--- src/rtl/uart_pkg.sv ---
// Shared types and helpers for the UART transmit path.
package uart_pkg;

  typedef enum logic [2:0] {IDLE, START, DATA, PARITY, STOP} tx_state_t;

  localparam int DEF_BAUD_DIV = 2604;

  function automatic logic parity9(input logic [8:0] v);
    return ^v;
  endfunction

endpackage

--- src/rtl/uart_fifo_sync.sv ---
// Single-clock FIFO; dout shows the head word combinationally, pushes while full are ignored.
module uart_fifo_sync #(
  parameter int DATA_W     = 8,
  parameter int FIFO_DEPTH = 4
) (
  input  logic              clk,
  input  logic              rst_n,
  input  logic              push,
  input  logic              pop,
  input  logic [DATA_W-1:0] din,
  output logic [DATA_W-1:0] dout,
  output logic              empty,
  output logic              full
);

  localparam int PTR_W = (FIFO_DEPTH > 1) ? $clog2(FIFO_DEPTH) : 1;
  localparam int CNT_W = $clog2(FIFO_DEPTH + 1);

  logic [DATA_W-1:0] r_mem [FIFO_DEPTH];
  logic [PTR_W-1:0]  r_wr_ptr;
  logic [PTR_W-1:0]  r_rd_ptr;
  logic [CNT_W-1:0]  r_cnt;
  logic              w_push;
  logic              w_pop;

  assign full   = (r_cnt == CNT_W'(FIFO_DEPTH));
  assign empty  = (r_cnt == '0);
  assign w_push = push && !full;
  assign w_pop  = pop && !empty;
  assign dout   = r_mem[r_rd_ptr];

  always_ff @(posedge clk) begin
    if (w_push) r_mem[r_wr_ptr] <= din;
  end

  // Power-of-two depth lets the pointers wrap by plain overflow.
  always_ff @(posedge clk or negedge rst_n) begin
    if (!rst_n) begin
      r_wr_ptr <= '0;
      r_rd_ptr <= '0;
      r_cnt    <= '0;
    end else begin
      if (w_push) r_wr_ptr <= r_wr_ptr + PTR_W'(1);
      if (w_pop)  r_rd_ptr <= r_rd_ptr + PTR_W'(1);
      case ({w_push, w_pop})
        2'b10:   r_cnt <= r_cnt + CNT_W'(1);
        2'b01:   r_cnt <= r_cnt - CNT_W'(1);
        default: r_cnt <= r_cnt;
      endcase
    end
  end

endmodule

--- src/rtl/uart_tx_fifo_cfg.sv ---
// UART transmitter fed by a small FIFO; frames leave back-to-back, TX falls two clocks after a push into an idle block.
// Define UART_TX_PARITY_EN to add a parity bit and the par_odd input.
module uart_tx_fifo_cfg
  import uart_pkg::*;
#(
  parameter int DATA_W     = 8,
  parameter int BAUD_DIV   = DEF_BAUD_DIV,
  parameter int STOP_BITS  = 1,
  parameter int FIFO_DEPTH = 4
) (
  input  logic              clk,
  input  logic              rst_n,
`ifdef UART_TX_PARITY_EN
  input  logic              par_odd,
`endif
  input  logic              wr_en,
  input  logic [DATA_W-1:0] wr_data,
  output logic              full,
  output logic              overflow,
  output logic              TX,
  output logic              busy,
  output logic              tx_done
);

  localparam int BAUD_W = $clog2(BAUD_DIV);
  localparam int BIT_W  = $clog2(DATA_W + 1);

  tx_state_t         r_state;
  tx_state_t         w_state_nxt;
  logic [BAUD_W-1:0] r_baud_cnt;
  logic [BIT_W-1:0]  r_bit_cnt;
  logic [DATA_W-1:0] r_shreg;
  logic              r_tx;
  logic              r_tx_done;
  logic              r_overflow;
  logic [DATA_W-1:0] w_fifo_dout;
  logic              w_empty;
  logic              w_full;
  logic              w_pop;
  logic              w_tx;
  logic              w_done;
  logic              w_shift;
  logic              w_bit_end;
  logic              w_last_bit;
  logic              w_last_stop;
`ifdef UART_TX_PARITY_EN
  logic              r_par;
`endif

  uart_fifo_sync #(
    .DATA_W    (DATA_W),
    .FIFO_DEPTH(FIFO_DEPTH)
  ) u_fifo (
    .clk  (clk),
    .rst_n(rst_n),
    .push (wr_en),
    .pop  (w_pop),
    .din  (wr_data),
    .dout (w_fifo_dout),
    .empty(w_empty),
    .full (w_full)
  );

  assign w_bit_end   = (r_baud_cnt == BAUD_W'(BAUD_DIV - 1));
  assign w_last_bit  = (r_bit_cnt == BIT_W'(DATA_W - 1));
  assign w_last_stop = (r_bit_cnt == BIT_W'(STOP_BITS - 1));

  always_ff @(posedge clk or negedge rst_n) begin
    if (!rst_n) r_state <= IDLE;
    else        r_state <= w_state_nxt;
  end

  always_comb begin
    w_state_nxt = r_state;
    w_pop       = 1'b0;
    w_tx        = 1'b1;
    w_done      = 1'b0;
    w_shift     = 1'b0;
    case (r_state)
      IDLE: begin
        if (!w_empty) begin
          w_pop       = 1'b1;
          w_state_nxt = START;
        end
      end
      START: begin
        w_tx = 1'b0;
        if (w_bit_end) w_state_nxt = DATA;
      end
      DATA: begin
        w_tx = r_shreg[0];
        if (w_bit_end) begin
          w_shift = 1'b1;
`ifdef UART_TX_PARITY_EN
          if (w_last_bit) w_state_nxt = PARITY;
`else
          if (w_last_bit) w_state_nxt = STOP;
`endif
        end
      end
      PARITY: begin
`ifdef UART_TX_PARITY_EN
        w_tx = r_par;
`endif
        if (w_bit_end) w_state_nxt = STOP;
      end
      STOP: begin
        // Chaining straight into START keeps queued frames gap-free.
        if (w_bit_end && w_last_stop) begin
          w_done = 1'b1;
          if (!w_empty) begin
            w_pop       = 1'b1;
            w_state_nxt = START;
          end else begin
            w_state_nxt = IDLE;
          end
        end
      end
      default: w_state_nxt = IDLE;
    endcase
  end

  always_ff @(posedge clk or negedge rst_n) begin
    if (!rst_n) begin
      r_baud_cnt <= '0;
      r_bit_cnt  <= '0;
      r_shreg    <= '0;
      r_tx       <= 1'b1;
      r_tx_done  <= 1'b0;
      r_overflow <= 1'b0;
`ifdef UART_TX_PARITY_EN
      r_par      <= 1'b0;
`endif
    end else begin
      r_tx      <= w_tx;
      r_tx_done <= w_done;
      if (wr_en && w_full) r_overflow <= 1'b1;

      if (r_state == IDLE || w_bit_end) r_baud_cnt <= '0;
      else                              r_baud_cnt <= r_baud_cnt + BAUD_W'(1);

      // Bit counter is reused for data bits and stop bits; it restarts on every state change.
      if (w_state_nxt != r_state) r_bit_cnt <= '0;
      else if (w_bit_end)         r_bit_cnt <= r_bit_cnt + BIT_W'(1);

      if (w_pop) begin
        r_shreg <= w_fifo_dout;
`ifdef UART_TX_PARITY_EN
        r_par   <= parity9(9'(w_fifo_dout)) ^ par_odd;
`endif
      end else if (w_shift) begin
        r_shreg <= r_shreg >> 1;
      end
    end
  end

  assign TX       = r_tx;
  assign busy     = (r_state != IDLE);
  assign tx_done  = r_tx_done;
  assign overflow = r_overflow;
  assign full     = w_full;

endmodule

--- config.mk ---
export PLATFORM = sky130hd
export DESIGN_NAME = uart_tx_fifo_cfg
export DESIGN_NICKNAME = d
export VERILOG_FILES = /design/src/rtl/uart_pkg.sv /design/src/rtl/uart_fifo_sync.sv /design/src/rtl/uart_tx_fifo_cfg.sv
export SDC_FILE = /design/constraint.sdc
export NUM_CORES = 1
export LEC_CHECK = 0
export BUFFER_PORTS_ARGS = -buffer_cell sky130_fd_sc_hd__buf_2
export CAP_MARGIN = 20
export CORE_MARGIN = 2
export CORE_UTILIZATION = 65
export CTS_CLUSTER_SIZE = 28
export DETAILED_ROUTE_END_ITERATION = 6
export MAX_ROUTING_LAYER = met4
export PLACE_DENSITY_LB_ADDON = 0.05
export SETUP_SLACK_MARGIN = 0.5
export SYNTH_ARGS = -nofsm -noshare
export SYNTH_HDL_FRONTEND = slang
export SYNTH_SLANG_ARGS = --single-unit
--- constraint.sdc ---
create_clock -name clk -period 7.5 [get_ports clk]
set_input_delay 1.875 -clock clk [delete_from_list [all_inputs] [get_ports clk]]
set_output_delay 1.875 -clock clk [all_outputs]
set_load 0.05 [all_outputs]
==> results of run 1 <==
==> through the flow <==
step | cells | area (um^2) | total power [mW] | hold slack [ns] | util, %
6_report | 308 | 3380 | 1.13 | 0.451 | 72.6
5_1_grt | 308 | 3380 | 1.20 | 0.496 | 72.6
4_1_cts | 308 | 3380 | 1.15 | 0.454 | 72.6
3_5_place_dp | 292 | 3180 | 0.833 | 0.439 | 68.2
3_3_place_gp | 292 | 3180 | 0.809 | 0.435 | 68.2
2_1_floorplan | 233 | 3110 | 0.767 | 0.444 | -
==> area by class of cell <==
| cell class | count | area, um^2 | area share, % |
|---|---|---|---|
| Clock buffer | 11 | 131 | 3.88 |
| Clock inverter | 5 | 75.1 | 2.22 |
| Inverter | 9 | 33.8 | 0.999 |
| Multi-Input combinational cell | 145 | 1110 | 32.9 |
| Sequential cell | 69 | 1890 | 55.8 |
| Tap cell | 54 | 67.6 | 2.00 |
| Timing Repair Buffer | 15 | 75.1 | 2.22 |
==> registers in the layout, indices dropped and copies added, names as in the netlist, 2 cells and up <==
signal	flops
r_state	3
u_fifo.r_cnt	3
u_fifo.r_rd_ptr	2
u_fifo.r_wr_ptr	2
r_bit_cnt	4
u_fifo.r_mem	32
r_baud_cnt	12
r_shreg	8
==> cells by family after synthesis <==
family	share of synthesized area [%]
xor+xnor	5.35
simple gates	13.6
buf+inv	3.46
mux	7.41
flops	60.7
fa+ha+maj	3.86
compound gates	5.56
==> worst max path at each step <==
stage | startpoint | endpoint | slack (ns) | depth (start not counted)
final | r_state[2] | busy | 4.06 | 2
after CTS | r_state[2] | busy | 4.06 | 2
after detailed placement | wr_en | u_fifo.r_cnt[2] | 4.02 | 9
after floorplan | wr_en | u_fifo.r_cnt[2] | 4.25 | 9
after global placement | wr_en | u_fifo.r_cnt[2] | 4.18 | 9
after global routing | r_state[2] | busy | 3.98 | 2
==> where the power goes <==
group	leakage, nW	switching (mW)	total (mW)	internal, mW
clock network	0.107	0.128	0.314	0.186
logic	0.557	0.130	0.252	0.122
registers	0.759	0.0748	0.568	0.494
==> layout by cell type, fill, tap and decap left out, types with 8 or more instances in the layout <==
cell type	instances
buf_2	15
clkbuf_8	9
dfrtp_1	36
edfxtp_1	32
ha_1	8
inv_1	9
mux4_2	8
nand2_1	21
nor2_1	20
o21ai_0	11
xnor2_1	8
xor2_1	11
==> metal layers <==
layer / track usage [%] / wire length (um) / vias to the layer above
li1: - / - / 857
met1: 23.8 / 2010 / 841
met2: 34.8 / 2460 / 33
met3: 6.63 / 198 / 6
met4: 8.64 / 62 / 0
met5: - / 0 / -
==> flow_metrics.env, run 1 <==
export IMPL_worst_setup_path_type="flop to output pin"
export IMPL_initial_antenna_violation_count=0
export IMPL_static_leakage_power_nw=1.42
export IMPL_place_congestion=0.836
export IMPL_path_clk_slew_ns=0.06
export IMPL_syn_mean_instance_area_um2=13.3
export IMPL_synth_cell_area_mm2=0.00311
export IMPL_dp_final_hpwl_mm=3.38
export IMPL_route_detailed_drc=0
export IMPL_grt_max_degree=38
export IMPL_critPathTopFamily="flip-flops"
export IMPL_htree_levels=3
export IMPL_cts_inserted_buffers=9
export IMPL_floorplan_rows=25
export IMPL_rsz0062_at_grt="no"
export IMPL_worst_slack_ns=4.06
export IMPL_routed_wire_length_per_instance_um=15.3
export IMPL_worst_path_max_fanout=15
export IMPL_die_width_um=73.2
export IMPL_yosys_top_cells_count="dfrtp_1, edfxtp_1, nand2_1"
export IMPL_cts_repair_timing_setup_buffer_count=0
export IMPL_synthDominantAreaCellType="edfxtp_1"
export IMPL_netlist_top_cells_area="edfxtp_1, dfrtp_1, mux4_2, ha_1, xor2_1"
export IMPL_n_fill_cell=317
export IMPL_hold_buffers=0
export IMPL_antennaDiodeCount=0
export IMPL_cts_max_path_buffers=2
export IMPL_routed_wirelength_mm=4.72
export IMPL_cp_slowest_cell="dfrtp_1"
export IMPL_maximum_capacitance_violations=0
export IMPL_maxClockFrequency_mhz=291
export IMPL_cp_arrival_ns=1.57
export IMPL_worst_slew_pin_transition_ns=0.803
export IMPL_initial_utilization_pct=66.7
export IMPL_ordered_cell_list_for_the_critical_path="or3_1, buf_2"
export IMPL_area_growth_synth_to_final_pct=8.86
export IMPL_cp_slowest_stage_delay_ns=0.53
export IMPL_worst_hold_path_endpoint="overflow"
export IMPL_final_hold_vio_count=0
export IMPL_timing_max_slew_rel_slack_pct=46.5
export IMPL_drive_above_1_share_pct=19.3
export IMPL_timing_hold_worst_path_depth=1
export IMPL_synth_ff_latch_count=69
export IMPL_postSynth_asyncResetShare_pct=53.6
export IMPL_grtUsageTotal_pct=21.1
export IMPL_final_cycle_utilization_of_the_critical_path_pct=45.9
export IMPL_period_needed_ns=3.44
export IMPL_yosys_most_used_dff="dfrtp_1"
export IMPL_detailedRoute_firstPassIterationCount=6
export IMPL_buffer_ports_inserted=15
export IMPL_power_density_mw_per_mm2=335
export IMPL_drt_antenna_violating_nets=0
export IMPL_first_pass_grt_wire_length_mm=7.91
export IMPL_outcome="finished, final reports clean"
export IMPL_worstHoldPathType="flop to flop"
export IMPL_dp_worst_setup_slack_ns=4.02
export IMPL_die_h_um=73.2
export IMPL_critical_path_n_buffers_inverters=1
export IMPL_route_detailed_vias_per_inst=5.64
export IMPL_clock_sinks=69
export IMPL_yosys_cell_types_count=43
export IMPL_postCtsResizedCells=0
export IMPL_finalSetupViolations=0
export IMPL_boundaryPins=16
export IMPL_drt_iter0_markers=91
export IMPL_reg2reg_setup_slack_ns=4.60
export IMPL_ff2ff_path_depth=11
export IMPL_area_fraction_of_the_dominant_cell_type_after_synthesis_pct=30.9
export IMPL_synthesis_yosys_warnings=0
export IMPL_hold_path_startpoint="overflow"
export IMPL_vdd_drop_max_v=0.000211
export IMPL_r2r_end="u_fifo.r_cnt[2]"
export IMPL_first_global_vias=1775
export IMPL_core_region_area_mm2=0.00466
export IMPL_cts_tree="yes"
export IMPL_finalClockSkew_ns=0.00778
export IMPL_fin_nets=269
export IMPL_end_kind="output pin"
export IMPL_synth_edf_count=32
export IMPL_die_area_mm2=0.00535
export IMPL_synthCells=233
export IMPL_grt_overflow_total=0
export IMPL_cp_data_required_time_ns=5.62
export IMPL_report_final_slew_viol_count=0
export IMPL_yosysMostFrequentCell="dfrtp_1"
export IMPL_reg2reg_from="r_bit_cnt[0]"
export IMPL_clock_latency_ns=0.34
export IMPL_timing_critical_path_from_type="flop"
export IMPL_number_of_nets_produced_by_synthesis=253
export IMPL_setup_tns_final_ns=0
export IMPL_synth_sequential_area_ratio_pct=60.7
export IMPL_num_vias=1737
export IMPL_cts_root_buf="clkbuf_8"
No activity file was read; power rests on OpenSTA's default activity.
==> inputs of run 2 (changes only) <==
Settings changed: CORE_UTILIZATION 65 to 60.
Clock period 7.5 ns to 3.2 ns, I/O delays scaled along.
==> flow_metrics.env, run 2 (same netlist as run 1, synthesis figures left out) <==
export IMPL_first_pass_grt_wire_length_mm=8.64
export IMPL_final_seq_area_mm2=0.00189
export IMPL_drt_iter0_markers=102
export IMPL_route_detailed_vias_per_inst=5.58
export IMPL_worst_slew_pin_transition_ns=0.816
export IMPL_antennaDiodeCount=0
export IMPL_hold_ws_ns=0.458
export IMPL_first_global_vias=1864
export IMPL_maximum_capacitance_violations=0
export IMPL_power_density_mw_per_mm2=750
export IMPL_n_fill_cell=352
export IMPL_grt_max_degree=38
export IMPL_grtUsageTotal_pct=20.1
export IMPL_mostFrequentLayoutCells="dfrtp_1, edfxtp_1, nand2_1"
export IMPL_footprint_of_the_multi_input_gates_mm2=0.00111
export IMPL_core_region_area_mm2=0.00504
export IMPL_buffer_ports_inserted=15
export IMPL_dp_worst_setup_slack_ns=0.647
export IMPL_area_growth_synth_to_final_pct=9.14
export IMPL_largest_register_ffs=32
export IMPL_cp_arrival_ns=2.83
export IMPL_fin_nets=272
export IMPL_finalClockSkew_ns=0.00667
export IMPL_initial_utilization_pct=61.6
export IMPL_boundaryPins=16
export IMPL_vdd_drop_max_v=0.000572
export IMPL_reg2reg_from="r_bit_cnt[0]"
export IMPL_period_needed_ns=2.57
export IMPL_finalSetupViolations=0
export IMPL_cts_max_path_buffers=2
export IMPL_routed_wirelength_mm=5.08
export IMPL_drt_antenna_violating_nets=0
export IMPL_largestRegisters="u_fifo.r_mem: 32 flops, r_baud_cnt: 12 flops, r_shreg: 8 flops"
export IMPL_die_h_um=76.0
export IMPL_most_common_cell_after_layout_fill_and_taps_aside="dfrtp_1"
export IMPL_setup_tns_final_ns=0
export IMPL_rsz0062_at_grt="no"
export IMPL_floorplan_rows=26
export IMPL_worst_setup_path_type="flop to flop"
export IMPL_timing_max_slew_rel_slack_pct=45.6
export IMPL_clock_sinks=69
export IMPL_final_hold_vio_count=0
export IMPL_reg2reg_setup_slack_ns=0.63
export IMPL_routed_wire_length_per_instance_um=15.6
export IMPL_initial_antenna_violation_count=0
export IMPL_detailedRoute_firstPassIterationCount=5
export IMPL_cts_tree="yes"
export IMPL_registers_top_by_ff_count="u_fifo.r_mem"
export IMPL_end_kind="flop"
export IMPL_final_cycle_utilization_of_the_critical_path_pct=80.4
export IMPL_hold_buffers=0
export IMPL_static_leakage_power_nw=1.41
export IMPL_route_detailed_drc=0
export IMPL_htree_levels=3
export IMPL_die_area_mm2=0.00577
export IMPL_grt_overflow_total=0
export IMPL_cts_inserted_buffers=9
export IMPL_path_clk_slew_ns=0.07
export IMPL_cts_root_buf="clkbuf_8"
export IMPL_drive_above_1_share_pct=20.7
export IMPL_place_congestion=0.772
export IMPL_worst_slack_ns=0.627
export IMPL_r2r_end="u_fifo.r_cnt[2]"
export IMPL_report_final_slew_viol_count=0
export IMPL_worst_path_max_fanout=4
export IMPL_maxClockFrequency_mhz=389
export IMPL_worstSetupEndpoint="u_fifo.r_cnt[2]"
export IMPL_clock_latency_ns=0.34
export IMPL_die_width_um=76.0
export IMPL_ff2ff_path_depth=11
export IMPL_crit_start="r_bit_cnt[0]"
export IMPL_outcome="finished, final reports clean"
export IMPL_num_vias=1818
export IMPL_timing_critical_path_from_type="flop"
export IMPL_dp_final_hpwl_mm=3.57
export IMPL_worstHoldPathType="flop to flop"
export IMPL_cp_data_required_time_ns=3.46
==> run 2: timing repair <==
item,in CTS,in global routing
resized for setup,0,0
setup endpoints to repair,0,1
setup buffers,0,2
==> run 2: worst min-delay path by stage <==
stage	from	to	slack (ns)	cells after the start
6_report	overflow	overflow	0.46	1
5_1_grt	overflow	overflow	0.48	1
4_1_cts	overflow	overflow	0.46	1
3_5_place_dp	overflow	overflow	0.45	1
3_3_place_gp	overflow	overflow	0.43	1
2_1_floorplan	r_shreg[0]	r_shreg[0]	0.44	1
==> run 2: area by class of cell <==
type | count | share of cell area [%]
clock buffers | 9 | 3.65
clock inverters | 6 | 1.44
inverters | 9 | 0.996
multi-input cells | 145 | 32.8
flip-flops and latches | 69 | 55.7
well taps | 70 | 2.58
repair buffers | 18 | 2.88
==> run 2: worst max-delay path, cell delays in order, from the launching register on <==
cell     delay (ns)
dfrtp_1        0.43
inv_1          0.08
ha_1           0.14
nor3b_1        0.27
nand4_1        0.28
a21oi_4        0.23
ha_1           0.20
inv_1          0.06
fa_1           0.38
xor2_1         0.16
nor2_1         0.11
xor2_1         0.15
==> run 2: power breakdown <==
group,leakage (nW),total [mW],internal [mW],switching [mW]
Clock,0.0783,0.614,0.283,0.331
Sequential,0.759,1.33,1.16,0.176
Combinational,0.570,0.598,0.288,0.310
==> run 2: layer usage <==
layer	share of wire (%)	track usage, %	up-vias
li1	-	-	859
met1	42	21.8	915
met2	53	35.6	36
met3	4.4	7.23	8
met4	0.73	4.91	0
met5	0	-	-
==> run 2: stage by stage <==
step                      area (um^2)  util (%)  std cells  power (mW)
after floorplan                  3110         -        233        1.80
after global placement           3200      63.5        309        1.91
after detailed placement         3200      63.5        309        1.96
after CTS                        3380      67.0        324        2.58
after global routing             3390      67.3        326        2.71
final                            3390      67.3        326        2.54
